$ cat config.mk
export PLATFORM = sky130hd
export DESIGN_NAME = bank_fifo_array
export DESIGN_NICKNAME = d
export VERILOG_FILES = /design/src/rtl/bank_fifo_array_pkg.sv /design/src/rtl/bank_fifo_channel.sv /design/src/rtl/bank_fifo_array.sv
export SDC_FILE = /design/constraint.sdc
export NUM_CORES = 2
export LEC_CHECK = 0
export ABC_AREA = 1
export BUFFER_PORTS_ARGS = -buffer_cell sky130_fd_sc_hd__buf_2
export CORE_UTILIZATION = 34
export CTS_BUF_LIST = sky130_fd_sc_hd__clkbuf_4
export CTS_CLUSTER_DIAMETER = 120
export CTS_CLUSTER_SIZE = 12
export DETAILED_ROUTE_END_ITERATION = 8
export PLACE_DENSITY_LB_ADDON = 0.05
export SYNTH_ARGS = -nofsm -noshare
export SYNTH_HDL_FRONTEND = slang
export SYNTH_SLANG_ARGS = --single-unit
export TNS_END_PERCENT = 50
$ cat constraint.sdc
create_clock -name i_clk -period 2.9 [get_ports i_clk]
set_clock_uncertainty 0.1 [all_clocks]
set_input_delay 0.145 -clock i_clk [delete_from_list [all_inputs] [get_ports i_clk]]
set_output_delay 0.145 -clock i_clk [all_outputs]
set_load 0.05 [all_outputs]
$ cat src/rtl/bank_fifo_array_pkg.sv
// Shared definitions for the banked FIFO array.
// Holds the default parameter values and the per-channel status record
// that each channel reports to the array top.
package bank_fifo_array_pkg;

  localparam int DEF_DATA_WIDTH = 32;
  localparam int DEF_FIFO_DEPTH = 4;   // log2 of entries per channel
  localparam int DEF_NUM_CH     = 4;
  localparam int DEF_AF_LEVEL   = 12;

  // Count field is sized for the largest supported depth (FIFO_DEPTH <= 16).
  // The array top keeps only the low FIFO_DEPTH+1 bits.
  localparam int MAX_CNT_W = 17;

  typedef struct packed {
    logic                 full;
    logic                 empty;
    logic                 almost_full;
    logic [MAX_CNT_W-1:0] count;
  } ch_status_t;

endpackage

$ cat src/rtl/bank_fifo_channel.sv
// Single channel of the banked FIFO array.
// First-word-fall-through FIFO with (FIFO_DEPTH+1)-bit pointers (MSB = wrap).
// Status flags are registered from the next-state pointers, so they track the
// pointer registers exactly.
//
// Ports:
//   i_clk, i_rst       clock, synchronous active-high reset
//   i_wr, i_data       write request already decoded for this channel, payload
//   i_rd               read request already decoded for this channel
//   o_head             entry at the read pointer (don't-care when empty)
//   o_status           registered full / empty / almost_full / count
//   o_overflow,        sticky dropped-write / dropped-read flags, present only
//   o_underflow        when BANK_FIFO_ERR_STICKY_EN is defined
module bank_fifo_channel
  import bank_fifo_array_pkg::*;
#(
  parameter int DATA_WIDTH = DEF_DATA_WIDTH,
  parameter int FIFO_DEPTH = DEF_FIFO_DEPTH,
  parameter int AF_LEVEL   = DEF_AF_LEVEL
) (
  input  logic                  i_clk,
  input  logic                  i_rst,
  input  logic                  i_wr,
  input  logic [DATA_WIDTH-1:0] i_data,
  input  logic                  i_rd,
  output logic [DATA_WIDTH-1:0] o_head,
  output ch_status_t            o_status
`ifdef BANK_FIFO_ERR_STICKY_EN
  ,
  output logic                  o_overflow,
  output logic                  o_underflow
`endif
);

  localparam int PW      = FIFO_DEPTH + 1;
  localparam int ENTRIES = 1 << FIFO_DEPTH;
  localparam logic [PW-1:0] AF_CNT = PW'(AF_LEVEL);

  logic [DATA_WIDTH-1:0] mem [ENTRIES];

  logic [PW-1:0] wr_ptr, rd_ptr;
  logic [PW-1:0] wr_ptr_nxt, rd_ptr_nxt, cnt_nxt, cnt_q;
  logic          full_q, empty_q, af_q;
  logic          wr_acc, rd_acc;

  // Acceptance uses the registered flags, which equal the current pointer
  // state; a full channel therefore takes only a read, an empty one only a write.
  assign wr_acc     = i_wr & ~full_q;
  assign rd_acc     = i_rd & ~empty_q;
  assign wr_ptr_nxt = wr_ptr + PW'(wr_acc);
  assign rd_ptr_nxt = rd_ptr + PW'(rd_acc);
  assign cnt_nxt    = wr_ptr_nxt - rd_ptr_nxt;

  always_ff @(posedge i_clk) begin
    if (wr_acc) begin
      mem[wr_ptr[FIFO_DEPTH-1:0]] <= i_data;
    end
  end

  always_ff @(posedge i_clk) begin
    if (i_rst) begin
      wr_ptr  <= '0;
      rd_ptr  <= '0;
      full_q  <= 1'b0;
      empty_q <= 1'b1;
      af_q    <= 1'b0;
      cnt_q   <= '0;
    end else begin
      wr_ptr  <= wr_ptr_nxt;
      rd_ptr  <= rd_ptr_nxt;
      full_q  <= (wr_ptr_nxt[FIFO_DEPTH-1:0] == rd_ptr_nxt[FIFO_DEPTH-1:0]) &&
                 (wr_ptr_nxt[FIFO_DEPTH] != rd_ptr_nxt[FIFO_DEPTH]);
      empty_q <= (wr_ptr_nxt == rd_ptr_nxt);
      af_q    <= (cnt_nxt >= AF_CNT);
      cnt_q   <= cnt_nxt;
    end
  end

  assign o_head = mem[rd_ptr[FIFO_DEPTH-1:0]];

  always_comb begin
    o_status             = '0;
    o_status.full        = full_q;
    o_status.empty       = empty_q;
    o_status.almost_full = af_q;
    o_status.count       = MAX_CNT_W'(cnt_q);
  end

`ifdef BANK_FIFO_ERR_STICKY_EN
  always_ff @(posedge i_clk) begin
    if (i_rst) begin
      o_overflow  <= 1'b0;
      o_underflow <= 1'b0;
    end else begin
      if (i_wr && full_q) begin
        o_overflow <= 1'b1;
      end
      if (i_rd && empty_q) begin
        o_underflow <= 1'b1;
      end
    end
  end
`endif

endmodule

$ cat src/rtl/bank_fifo_array.sv
// Array of NUM_CH independent FIFO channels sharing one write port and one
// read port. This level only decodes the channel selects, muxes the read head
// and packs the per-channel status into flat output vectors.
//
// Ports:
//   i_clk, i_rst            clock, synchronous active-high reset
//   i_wr_en, i_wr_ch,       write request, channel, payload
//   i_data
//   i_rd_en, i_rd_ch        pop request, channel
//   o_data                  combinational head of channel i_rd_ch
//   o_full, o_empty,        per-channel registered flags
//   o_almost_full
//   o_count                 per-channel occupancy, FIFO_DEPTH+1 bits each
//   o_overflow,             sticky per-channel error flags, only when
//   o_underflow             BANK_FIFO_ERR_STICKY_EN is defined
module bank_fifo_array
  import bank_fifo_array_pkg::*;
#(
  parameter int DATA_WIDTH = DEF_DATA_WIDTH,
  parameter int FIFO_DEPTH = DEF_FIFO_DEPTH,
  parameter int NUM_CH     = DEF_NUM_CH,
  parameter int AF_LEVEL   = DEF_AF_LEVEL,
  localparam int CH_W      = $clog2(NUM_CH)
) (
  input  logic                              i_clk,
  input  logic                              i_rst,
  input  logic                              i_wr_en,
  input  logic [CH_W-1:0]                   i_wr_ch,
  input  logic [DATA_WIDTH-1:0]             i_data,
  input  logic                              i_rd_en,
  input  logic [CH_W-1:0]                   i_rd_ch,
  output logic [DATA_WIDTH-1:0]             o_data,
  output logic [NUM_CH-1:0]                 o_full,
  output logic [NUM_CH-1:0]                 o_empty,
  output logic [NUM_CH-1:0]                 o_almost_full,
  output logic [NUM_CH*(FIFO_DEPTH+1)-1:0]  o_count
`ifdef BANK_FIFO_ERR_STICKY_EN
  ,
  output logic [NUM_CH-1:0]                 o_overflow,
  output logic [NUM_CH-1:0]                 o_underflow
`endif
);

  localparam int CW = FIFO_DEPTH + 1;

  logic [NUM_CH-1:0]     wr_sel, rd_sel;
  logic [DATA_WIDTH-1:0] head   [NUM_CH];
  ch_status_t            status [NUM_CH];

  for (genvar k = 0; k < NUM_CH; k++) begin : g_ch
    // Select codes >= NUM_CH match no channel, so such requests are dropped.
    assign wr_sel[k] = i_wr_en && (i_wr_ch == CH_W'(k));
    assign rd_sel[k] = i_rd_en && (i_rd_ch == CH_W'(k));

    bank_fifo_channel #(
      .DATA_WIDTH (DATA_WIDTH),
      .FIFO_DEPTH (FIFO_DEPTH),
      .AF_LEVEL   (AF_LEVEL)
    ) u_ch (
      .i_clk       (i_clk),
      .i_rst       (i_rst),
      .i_wr        (wr_sel[k]),
      .i_data      (i_data),
      .i_rd        (rd_sel[k]),
      .o_head      (head[k]),
      .o_status    (status[k])
`ifdef BANK_FIFO_ERR_STICKY_EN
      ,
      .o_overflow  (o_overflow[k]),
      .o_underflow (o_underflow[k])
`endif
    );

    assign o_full[k]             = status[k].full;
    assign o_empty[k]            = status[k].empty;
    assign o_almost_full[k]      = status[k].almost_full;
    assign o_count[k*CW +: CW]   = status[k].count[CW-1:0];
  end

  always_comb begin
    o_data = '0;
    for (int k = 0; k < NUM_CH; k++) begin
      if (i_rd_ch == CH_W'(k)) begin
        o_data = head[k];
      end
    end
  end

endmodule

==> out/qor.json <==
{
  "worst_setup_path": {
    "r2r-end": "g_ch[3].u_ch.af_q",
    "cp_data_required_time_ps": 2650,
    "timing.reg2reg.worst_path_depth": 12,
    "worst_path_largest_cell_delay_ps": 430,
    "crit_path_top_delay_cell": "dfxtp_4",
    "r2r_setup_slack_ps": 160,
    "reg_to_reg_critical_path_startpoint": "g_ch[3].u_ch.full_q",
    "critical_path_class": "flip-flop to output port",
    "end_kind": "output port",
    "startpoint": "g_ch[3].u_ch.rd_ptr[0]",
    "path_cells": "buf_12 > buf_16 > o21ai_1 > o22ai_1 > nand2_1 > nand4_1 > nand3_2 > buf_4 > nand4_1 > buf_4 > buf_12",
    "critical_path.n_buffers_inverters": 5,
    "crit_path_max_fanout": 20,
    "kind_of_start_point_of_the_critical_path": "flip-flop",
    "largest_delay_share_family_worst_path": "buffers and inverters",
    "cp.arrival_ps": 3700
  },
  "clocking": {
    "root_buffer": "clkbuf_4",
    "clkTransAtPathRegs_ps": 170,
    "tritoncts": "built",
    "clk-insertion-delay-late_ps": 1380,
    "h-tree-depth": 4,
    "clock_sinks": 2120,
    "cts_buffers": 194,
    "cts-root-to-sink-buffers": 3
  },
  "sta": {
    "fmax_mhz": 253,
    "report.final.hold_viol_count": 0,
    "rsz0062_at_grt": "true",
    "post-route-min-period_ps": 3950,
    "final.setup.worst_slack_ps": -1050,
    "fin_crit_sh_pct": 136,
    "finalMaxSlewViolations": 0,
    "timing_worst_slew_pin_value_ps": 1070,
    "timing.slew.headroom_pct": 28.9,
    "timing.setup.tns_ps": -29550,
    "setup_viol": 32
  },
  "finish": {
    "drive_gt1_share_pct": 17.1,
    "layout.filler_cells": 23202,
    "nets_final": 7395,
    "area_growth_pct": 18.9,
    "final_cell_area_mm2": 0.101
  },
  "yosys": {
    "synth_nets": 6884,
    "synth.yosys.warnings": 0,
    "synthAdderAreaFrac_pct": 0.340,
    "synth.mux.area_fraction_pct": 0.237,
    "synth_cell_type_count": 37,
    "ys_ff_latch": 2120,
    "synthCells": 6821,
    "synth-edff-count": 2048,
    "synth_ff_type": "edfxtp_1",
    "synth_xor_area_share_pct": 0.269,
    "ys_async_sr_fraction_pct": 0,
    "post_synth_and_or_nand_nor_area_fraction_pct": 13.4,
    "dominant_combinational_cell_family_by_area_after_synthesis": "simple AND/OR/NAND/NOR gates",
    "post_synth_design_cell_area_mm2": 0.0846,
    "synth_seq_area_share_pct": 74.4,
    "post_synth.cell_area_avg_um2": 12.4,
    "synth-compound-area-share_pct": 8.42
  },
  "status": {
    "outcome": "complete, but fails checks",
    "violations_in_the_final_reports": "negative setup slack"
  },
  "drt": {
    "drt_drc_violations_left": 0,
    "ant_nets": 0,
    "routed-via-count": 56314,
    "route.final.wire_length_mm": 306,
    "drt_first_pass_iters": 5,
    "via_per_inst": 5.23,
    "wire_per_inst_um": 28.4,
    "detail_route.iter0.violations": 4925
  },
  "die": {
    "floorplan.initialDensity_pct": 34.3,
    "core_region_area_mm2": 0.247,
    "placementRows": 182,
    "io_pins": 104,
    "die_w_um": 501,
    "floorplan.die.height_um": 501,
    "floorplan.die_area_mm2": 0.251
  },
  "min_path": {
    "min_delay_worst_endpoint": "g_ch[2].u_ch.wr_ptr[0]",
    "hold_depth": 8,
    "hold_path_startpoint": "i_wr_ch[1]",
    "worst_hold_path_type": "primary input to flip-flop"
  },
  "place": {
    "buffer_ports.inserted": 103,
    "routabilityCongestion": 0.835,
    "dpl-instance-area_mm2": 0.0934,
    "dp.final_hpwl_mm": 173
  },
  "global_routing": {
    "grt.overflow.total": 0,
    "global_route.usage.total_pct": 23.9,
    "via_count_of_the_first_global_routing_pass": 53968,
    "antenna_found_initial": 18,
    "pin_count_of_the_biggest_net_entering_global_routing": 93,
    "global_route_wire_length_before_repair_mm": 426
  },
  "job": {
    "cap_violations": 0
  },
  "power_and_ir_drop": {
    "leakagePower_nw": 34.1,
    "power.ir.vdd_worst_uv": 332,
    "pwr_density_cell_mw_per_mm2": 510
  }
}
-- through the flow --
stage | hold slack (ps) | power [mW] | util [%] | setup slack (ps) | cells
floorplan | 144 | 35.2 | - | -163 | 6821
global placement | 387 | 36.8 | 37.9 | -106 | 10222
detailed placement | 405 | 36.8 | 37.9 | -112 | 10222
CTS | 2.46 | 51.9 | 40.3 | -1190 | 10703
global route | 13.1 | 52.9 | 40.8 | -1230 | 10752
finish | 95.5 | 51.2 | 40.8 | -1050 | 10763
-- placed cells by master (no fill, tap or decap), types with 8 or more instances in the layout --
| cell | Yosys | final |
|---|---|---|
| nor2_1 | 1087 | 1016 |
| nand3_4 | 0 | 12 |
| xnor2_1 | 10 | 9 |
| mux2i_1 | 20 | 20 |
| a21boi_0 | 29 | 20 |
| nand3_2 | 0 | 62 |
| buf_16 | 0 | 42 |
| o21ai_0 | 627 | 611 |
| dfxtp_4 | 0 | 12 |
| clkbuf_4 | 0 | 283 |
| nand2_1 | 1191 | 1093 |
| nand4_1 | 57 | 57 |
| o211ai_1 | 192 | 192 |
| nor2_4 | 1 | 71 |
| or2_2 | 8 | 8 |
| o22ai_1 | 146 | 144 |
| ha_1 | 23 | 23 |
| nand3_1 | 452 | 378 |
| buf_4 | 32 | 264 |
| buf_12 | 0 | 202 |
| bufbuf_16 | 0 | 16 |
| nor2_2 | 8 | 9 |
| edfxtp_1 | 2048 | 2048 |
| clkbuf_16 | 0 | 13 |
| a21oi_1 | 65 | 61 |
| diode_2 | 0 | 23 |
| dfxtp_1 | 72 | 55 |
| buf_6 | 11 | 38 |
| nand2_4 | 0 | 26 |
| buf_2 | 172 | 70 |
| a21boi_1 | 3 | 9 |
| buf_8 | 0 | 10 |
| inv_2 | 8 | 9 |
| nand2_2 | 0 | 71 |
| inv_1 | 98 | 92 |
| o21ai_1 | 196 | 206 |
| dlygate4sd3_1 | 0 | 87 |
| xor2_1 | 16 | 16 |
-- cell type report --
type                            count  area (um2)  share of cell area [%]
Tap cell                         3312        4140                    4.12
Inverter                          111         527                   0.524
Clock buffer                      282        2120                    2.11
Clock inverter                     10         174                   0.173
Timing Repair inverter              7        68.8                  0.0684
Timing Repair Buffer              744        9840                    9.78
Multi-Input combinational cell   4154       20600                    20.5
Sequential cell                  2120       63000                    62.6
Antenna cell                       23        57.6                  0.0572
-- how the worst max path moves through the flow --
stage                        endpoint  slack [ps]  depth (start not counted)
6_report                   o_data[22]       -1050                         11
4_1_cts                     o_data[3]       -1190                         12
3_5_place_dp               o_data[16]        -110                         11
5_1_grt                    o_data[16]       -1230                         11
3_3_place_gp               o_data[16]        -110                         11
2_1_floorplan  g_ch[2].u_ch.mem[0][0]        -160                          3
-- synthesized netlist by cell type, types with 5 or more instances --
| cell | instances | area share (%) |
|---|---|---|
| a31oi_1 | 6 | 0.044 |
| nor3_1 | 5 | 0.030 |
| xor2_1 | 16 | 0.17 |
| mux2i_1 | 20 | 0.24 |
| o21ai_0 | 627 | 3.7 |
| nand2_1 | 1191 | 5.3 |
| nand4_1 | 57 | 0.42 |
| o21a_1 | 6 | 0.053 |
| nand3_1 | 452 | 2.7 |
| xnor2_1 | 10 | 0.10 |
| buf_1 | 39 | 0.17 |
| a21oi_1 | 65 | 0.38 |
| o211ai_1 | 192 | 1.7 |
| inv_1 | 98 | 0.43 |
| nor2_1 | 1087 | 4.8 |
| buf_2 | 172 | 1.0 |
| or2_2 | 8 | 0.059 |
| nor2_2 | 8 | 0.059 |
| inv_2 | 8 | 0.035 |
| o21ai_1 | 196 | 1.2 |
| a21boi_0 | 29 | 0.26 |
| buf_4 | 32 | 0.28 |
| ha_1 | 23 | 0.34 |
| o22ai_1 | 146 | 1.1 |
| dfxtp_1 | 72 | 1.7 |
| edfxtp_1 | 2048 | 73 |
| buf_6 | 11 | 0.15 |
| clkbuf_1 | 181 | 0.80 |
-- flip-flops by register name, summed over array words and instances (netlist names) --
signal and cells:
g_ch.u_ch.af_q 4, g_ch.u_ch.cnt_q 20, g_ch.u_ch.empty_q 4, g_ch.u_ch.full_q 4, g_ch.u_ch.mem 2048, g_ch.u_ch.rd_ptr 20
g_ch.u_ch.wr_ptr 20
-- worst register-to-register path: stages (launching register included) --
cell and delay (ps):
dfxtp_1 450, nor3_2 310, buf_6 210, ha_1 200, ha_1 260, nor2_1 160
nor2_1 80, ha_1 170, or2_2 320, nand3_1 120, nand3_1 70, nand2_1 110
nand2_1 60
-- where the power goes --
part	switching (mW)	total [mW]	internal (mW)	leakage (nW)
clock	9.95	14.8	4.81	1.39
combinational	1.97	2.85	0.885	13.7
sequential	0.0383	33.6	33.6	19.0
total	12.0	51.2	39.3	34.1
-- what timing repair did --
item,CTS,global route
hold buffers,106,2
setup buffers,49,25
endpoints found under the setup margin,32,602
pin swaps,50,75
endpoints found under the hold margin,4168,2
cloned,37,15
gates resized for setup,265,157
-- logic make-up (layout without fill, tap and decap cells) --
group / Yosys count / count (layout)
xor+xnor: 26 / 26
buf+inv: 547 / 1154
mux: 20 / 20
fa+ha+maj: 23 / 23
compound gates: 1270 / 1270
flops: 2120 / 2120
simple gates: 2815 / 2815
other cells: 0 / 23
-- routing by layer --
| metal | GRT usage (%) | wire length, um | up-vias |
|---|---|---|---|
| li1 | - | - | 25561 |
| met1 | 34.1 | 139000 | 28959 |
| met2 | 38.8 | 145000 | 1437 |
| met3 | 2.46 | 13700 | 355 |
| met4 | 6.16 | 8270 | 2 |
| met5 | 0 | 8 | - |
No activity file was read; power rests on OpenSTA's default activity.
